[src/rtl/kgp_multicycle_sequencer.sv]
// Multi-cycle FETCH/DECODE/EXEC/MEM/WB control sequencer for the KGP-RISC core.
// Decides when each datapath stage fires over a shared memory port with a ready handshake.
module kgp_multicycle_sequencer #(
    parameter int CNT_W       = 16,
    parameter int MEM_TIMEOUT = 16
) (
    input  logic             clk,
    input  logic             rst,
    input  logic             run,
    input  logic [5:0]       opcode,
    input  logic             mem_ready,
    output logic             mem_req,
    output logic             mem_we,
    output logic             mem_addr_sel,
    output logic             ir_write,
    output logic             alu_en,
    output logic             reg_write,
    output logic             pc_write,
    output logic             halted,
    output logic             error,
    output logic [2:0]       state,
    output logic [CNT_W-1:0] instr_count
);

    typedef enum logic [2:0] {
        S_IDLE   = 3'd0,
        S_FETCH  = 3'd1,
        S_DECODE = 3'd2,
        S_EXEC   = 3'd3,
        S_MEM    = 3'd4,
        S_WB     = 3'd5,
        S_HALT   = 3'd6
    } state_t;

    typedef enum logic [1:0] {
        C_ALU    = 2'd0,
        C_BRANCH = 2'd1,
        C_LOAD   = 2'd2,
        C_STORE  = 2'd3
    } cls_t;

    // Last wait-counter value at which a still-missing mem_ready becomes a timeout.
    localparam logic [7:0] WAIT_LAST = 8'(MEM_TIMEOUT - 1);

    state_t            state_q, state_d;
    cls_t              cls_q, cls_d;
    logic [7:0]        wait_q, wait_d;
    logic              error_q, error_d;
    logic [CNT_W-1:0]  count_q, count_d;
    logic              retire;
    logic              boundary;

    always_comb begin
        state_d      = state_q;
        cls_d        = cls_q;
        wait_d       = wait_q;
        error_d      = error_q;
        count_d      = count_q;
        retire       = 1'b0;
        boundary     = 1'b0;
        mem_req      = 1'b0;
        mem_we       = 1'b0;
        mem_addr_sel = 1'b0;
        ir_write     = 1'b0;
        alu_en       = 1'b0;
        reg_write    = 1'b0;
        pc_write     = 1'b0;

        case (state_q)
            S_FETCH: begin
                mem_req = 1'b1;
                if (mem_ready) begin
                    ir_write = 1'b1;
                    state_d  = S_DECODE;
                end else if (wait_q == WAIT_LAST) begin
                    state_d = S_HALT;
                    error_d = 1'b1;
                end else begin
                    wait_d = wait_q + 8'd1;
                end
            end
            S_DECODE: begin
                state_d = S_EXEC;
                case (opcode)
                    6'b000001, 6'b000010, 6'b000011,
                    6'b100100, 6'b100101: cls_d = C_ALU;
                    6'b000100, 6'b000101, 6'b000110: cls_d = C_BRANCH;
                    6'b100011: cls_d = C_LOAD;
                    6'b101011: cls_d = C_STORE;
                    6'b111111: begin
                        state_d = S_HALT;
                        retire  = 1'b1;
                    end
                    default: begin
                        state_d = S_HALT;
                        error_d = 1'b1;
                    end
                endcase
            end
            S_EXEC: begin
                alu_en = 1'b1;
                case (cls_q)
                    C_BRANCH: begin
                        pc_write = 1'b1;
                        retire   = 1'b1;
                        boundary = 1'b1;
                    end
                    C_LOAD, C_STORE: begin
                        state_d = S_MEM;
                        wait_d  = 8'd0;
                    end
                    default: state_d = S_WB;
                endcase
            end
            S_MEM: begin
                mem_req      = 1'b1;
                mem_addr_sel = 1'b1;
                mem_we       = (cls_q == C_STORE);
                if (mem_ready) begin
                    if (cls_q == C_STORE) begin
                        pc_write = 1'b1;
                        retire   = 1'b1;
                        boundary = 1'b1;
                    end else begin
                        state_d = S_WB;
                    end
                end else if (wait_q == WAIT_LAST) begin
                    state_d = S_HALT;
                    error_d = 1'b1;
                end else begin
                    wait_d = wait_q + 8'd1;
                end
            end
            S_WB: begin
                reg_write = 1'b1;
                pc_write  = 1'b1;
                retire    = 1'b1;
                boundary  = 1'b1;
            end
            S_HALT: ;
            default: begin
                // Covers IDLE and the unused encoding 7.
                if (run) begin
                    state_d = S_FETCH;
                    wait_d  = 8'd0;
                end
            end
        endcase

        if (boundary) begin
            state_d = run ? S_FETCH : S_IDLE;
            wait_d  = 8'd0;
        end
        if (retire) count_d = count_q + CNT_W'(1);

        // Strobes are held off during reset even though state is not yet IDLE.
        if (rst) begin
            mem_req      = 1'b0;
            mem_we       = 1'b0;
            mem_addr_sel = 1'b0;
            ir_write     = 1'b0;
            alu_en       = 1'b0;
            reg_write    = 1'b0;
            pc_write     = 1'b0;
        end
    end

    always_ff @(posedge clk) begin
        if (rst) begin
            state_q <= S_IDLE;
            cls_q   <= C_ALU;
            wait_q  <= 8'd0;
            error_q <= 1'b0;
            count_q <= '0;
        end else begin
            state_q <= state_d;
            cls_q   <= cls_d;
            wait_q  <= wait_d;
            error_q <= error_d;
            count_q <= count_d;
        end
    end

    assign halted      = (state_q == S_HALT);
    assign error       = error_q;
    assign state       = state_q;
    assign instr_count = count_q;

endmodule

[config.mk]
export PLATFORM = sky130hd
export DESIGN_NAME = kgp_multicycle_sequencer
export DESIGN_NICKNAME = d
export VERILOG_FILES = /design/src/rtl/kgp_multicycle_sequencer.sv
export SDC_FILE = /design/constraint.sdc
export NUM_CORES = 1
export LEC_CHECK = 0
export BUFFER_PORTS_ARGS = -buffer_cell sky130_fd_sc_hd__buf_2
export CAP_MARGIN = 10
export CORE_UTILIZATION = 35
export CTS_CLUSTER_SIZE = 24
export DETAILED_ROUTE_END_ITERATION = 8
export MAX_ROUTING_LAYER = met4
export PLACE_DENSITY_LB_ADDON = 0.2
export SETUP_SLACK_MARGIN = 0.05
export SLEW_MARGIN = 20
export SYNTH_ARGS = -nofsm -noshare
export SYNTH_HDL_FRONTEND = slang
export SYNTH_SLANG_ARGS = --single-unit
[constraint.sdc]
create_clock -name clk -period 2.77 [get_ports clk]
set_input_delay 0.554 -clock clk [delete_from_list [all_inputs] [get_ports clk]]
set_output_delay 0.554 -clock clk [all_outputs]
set_load 0.005 [all_outputs]
==> results.cfg <==
[die]
core-area_um2 = 4817
fp.dieW_um = 73.38
die_area_um2 = 5384
rows = 25
die_h_um = 73.38
io_pins = 38
initial_core_util_pct = 37.01

[yosys]
seq_area_frac_synth_pct = 33.68
ys_top_cells_by_count = dfxtp_1, nor2_1, a21oi_1
synth_area_um2 = 1783
yosysTopAreaCell = dfxtp_1
synth_edf_count = 0
syn_inst = 229
synth_most_common_cell = dfxtp_1
ys_types = 49
synthesis.yosys.warnings = 0
ys_ff_latch = 30
synth.avg_cell_area_um2 = 7.786
synth_async_sr_flop_share_pct = 0
synth_area_leaders = dfxtp_1, a21oi_1, nor2_1
synthesis.nets = 241
synth_flop_cell = dfxtp_1
yosysTopAreaCellShare_pct = 33.68

[power]
finalPower_mw = 1.054
cellLeakagePower_nw = 0.8611
switching_power_mw = 0.2907
swShare_pct = 27.59
powerDensity_nw_per_um2 = 493.3
combinationalPowerShare_pct = 16.4
p_int_mw = 0.7629
pwr-share-clk_pct = 39.7
power_frac_seq_pct = 43.9
ir_drop_mv = 0.2173

[worst_setup_path]
cp.required_ns = 2.22
critical-path-top-delay-family = flip-flops
cp_cell_sequence = nand2b_1 -> o2bb2ai_1 -> buf_4 -> nor2b_1 -> buf_2
criticalPathCategory = reg2out
crit_slowest_cell = dfxtp_1
arrival_ns = 1.87
cp-end-kind = output port
critPathMaxStageDelay_ns = 0.71
start_kind = flop
crit_path_max_fanout = 20
cp_num_buf_inv = 2

[timing]
clock.fmax_mhz = 411.8
slew_headroom_pct = 59.46
rsz0062_at_grt = false
worst_slack_ns = 0.3417
post-route-period-util_pct = 87.67
finalSetupViolCount = 0
final_max_slew_viol_count = 0
tightest_slew_ns = 0.6073
hold_violations = 0
fin_crit_ns = 2.428
fin_skew_ns = 0.007064
setup-tns-final_ns = 0

[flow_run]
drv_cap = 0

[clock_tree]
post_cts_resized = 0
tritoncts = done
clock_tree.root_cell = clkbuf_8
cts.sinks = 30
htree_num_levels = 2
cts_buffer_depth = 2
cts_setup_buffers = 0
path_clk_slew_ns = 0.07
cts_hold_buffers = 0
clock_latency_ns = 0.28
numCtsBuffers = 5

[final_layout]
utilization_pct = 44.34
drive_gt1_share_pct = 20.00
syn2layout_area_growth_pct = 19.79
nFillCells = 524
antenna_cells = 0
layout.nets = 276

[grt]
grt_max_degree = 29
grt_pass1_wl_um = 6865
antenna_found_initial = 0
track_usage_pct = 16.83
grt_pass1_vias = 1447
overflow = 0

[routing]
via_count = 1764
via_per_inst = 5.313
drt-initial-drc-count = 74
wirelength_um = 4255
wire_per_inst_um = 12.82
drtPass1Iterations = 4
drc = 0
postRouteAntennaNets = 0

[placement]
port_buffers = 37
dp_hpwl_um = 3051
dpl_worst_slack_ns = 0.4432
gp_congestion = 0.7660

[run_status]
outcome = finished, final reports clean

[min_path]
hp-class = reg2reg
## state kept, by name (all words and copies together) (netlist names)
signal and cells:
cls_q 2, error 1, instr_count 16, state 3, wait_q 8
## placed cells by master, fill, tap and decap left out, drive strengths merged, types with 3 or more instances in the layout
cell    count
buf        40
dfxtp      30
nor2       24
a21oi      21
nand2      16
o21ai      12
nand3      10
xor2        9
clkbuf      8
nor3        8
inv         7
a211oi      6
or3         6
nand2b      5
o211ai      5
nand4       5
xnor2       5
a31oi       4
or4         4
nor2b       3
and3        3
a21o        3
o31ai       3
## worst min-delay path: cells and delay by family, from the launching register on
family / cells / cell delay [ns]
simple gates: 1 / 0.06
flops: 1 / 0.32
compound gates: 1 / 0.05
## kinds of logic after synthesis
group | share of synthesized area, %
simple gates | 28.00
fa+ha+maj | 1.403
compound gates | 24.70
buf+inv | 4.210
flops | 33.68
mux | 1.123
xor+xnor | 6.877
## final cells by class
type / instances / area [µm²] / share of cell area, %
Clock buffer: 8 / 110.1 / 5.155
Tap cell: 67 / 83.83 / 3.925
Multi-Input combinational cell: 180 / 1107 / 51.85
Inverter: 7 / 26.28 / 1.230
Sequential cell: 30 / 600.6 / 28.12
Timing Repair Buffer: 40 / 207.7 / 9.725
## final timing paths
check	from	endpoint	slack [ns]	cells past startpoint
min reg2reg	wait_q[1]	wait_q[1]	0.47	2
min	wait_q[1]	wait_q[1]	0.47	2
max reg2reg	state[2]	instr_count[6]	0.42	5
max	state[2]	pc_write	0.34	5
## metrics by stage
step | area [µm²] | std cells | hold WS [ns]
after global routing | 2136 | 332 | 0.4907
after floorplan | 1783 | 229 | 0.4406
final | 2136 | 332 | 0.4670
after detailed placement | 2026 | 324 | 0.4623
after global placement | 2026 | 324 | 0.4540
after CTS | 2136 | 332 | 0.4714
## power groups by stage
stage | combinational (mW) | clock [mW] | sequential (mW)
global route | 0.194 | 0.449 | 0.465
finish | 0.173 | 0.418 | 0.463
floorplan | 0.135 | 0 | 0.461
CTS | 0.173 | 0.430 | 0.463
global placement | 0.173 | 0 | 0.472
detailed placement | 0.172 | 0 | 0.472
## metal layers
metal	wire (µm)	global-route usage [%]	up-vias	part of all wire, %
met5	0	-	-	0
met1	2207	23.26	819	52
li1	-	-	908	-
met2	1819	24.18	35	43
met4	31	4.487	0	0.73
met3	197	4.390	2	4.6
(Power assumes the default switching activity.)
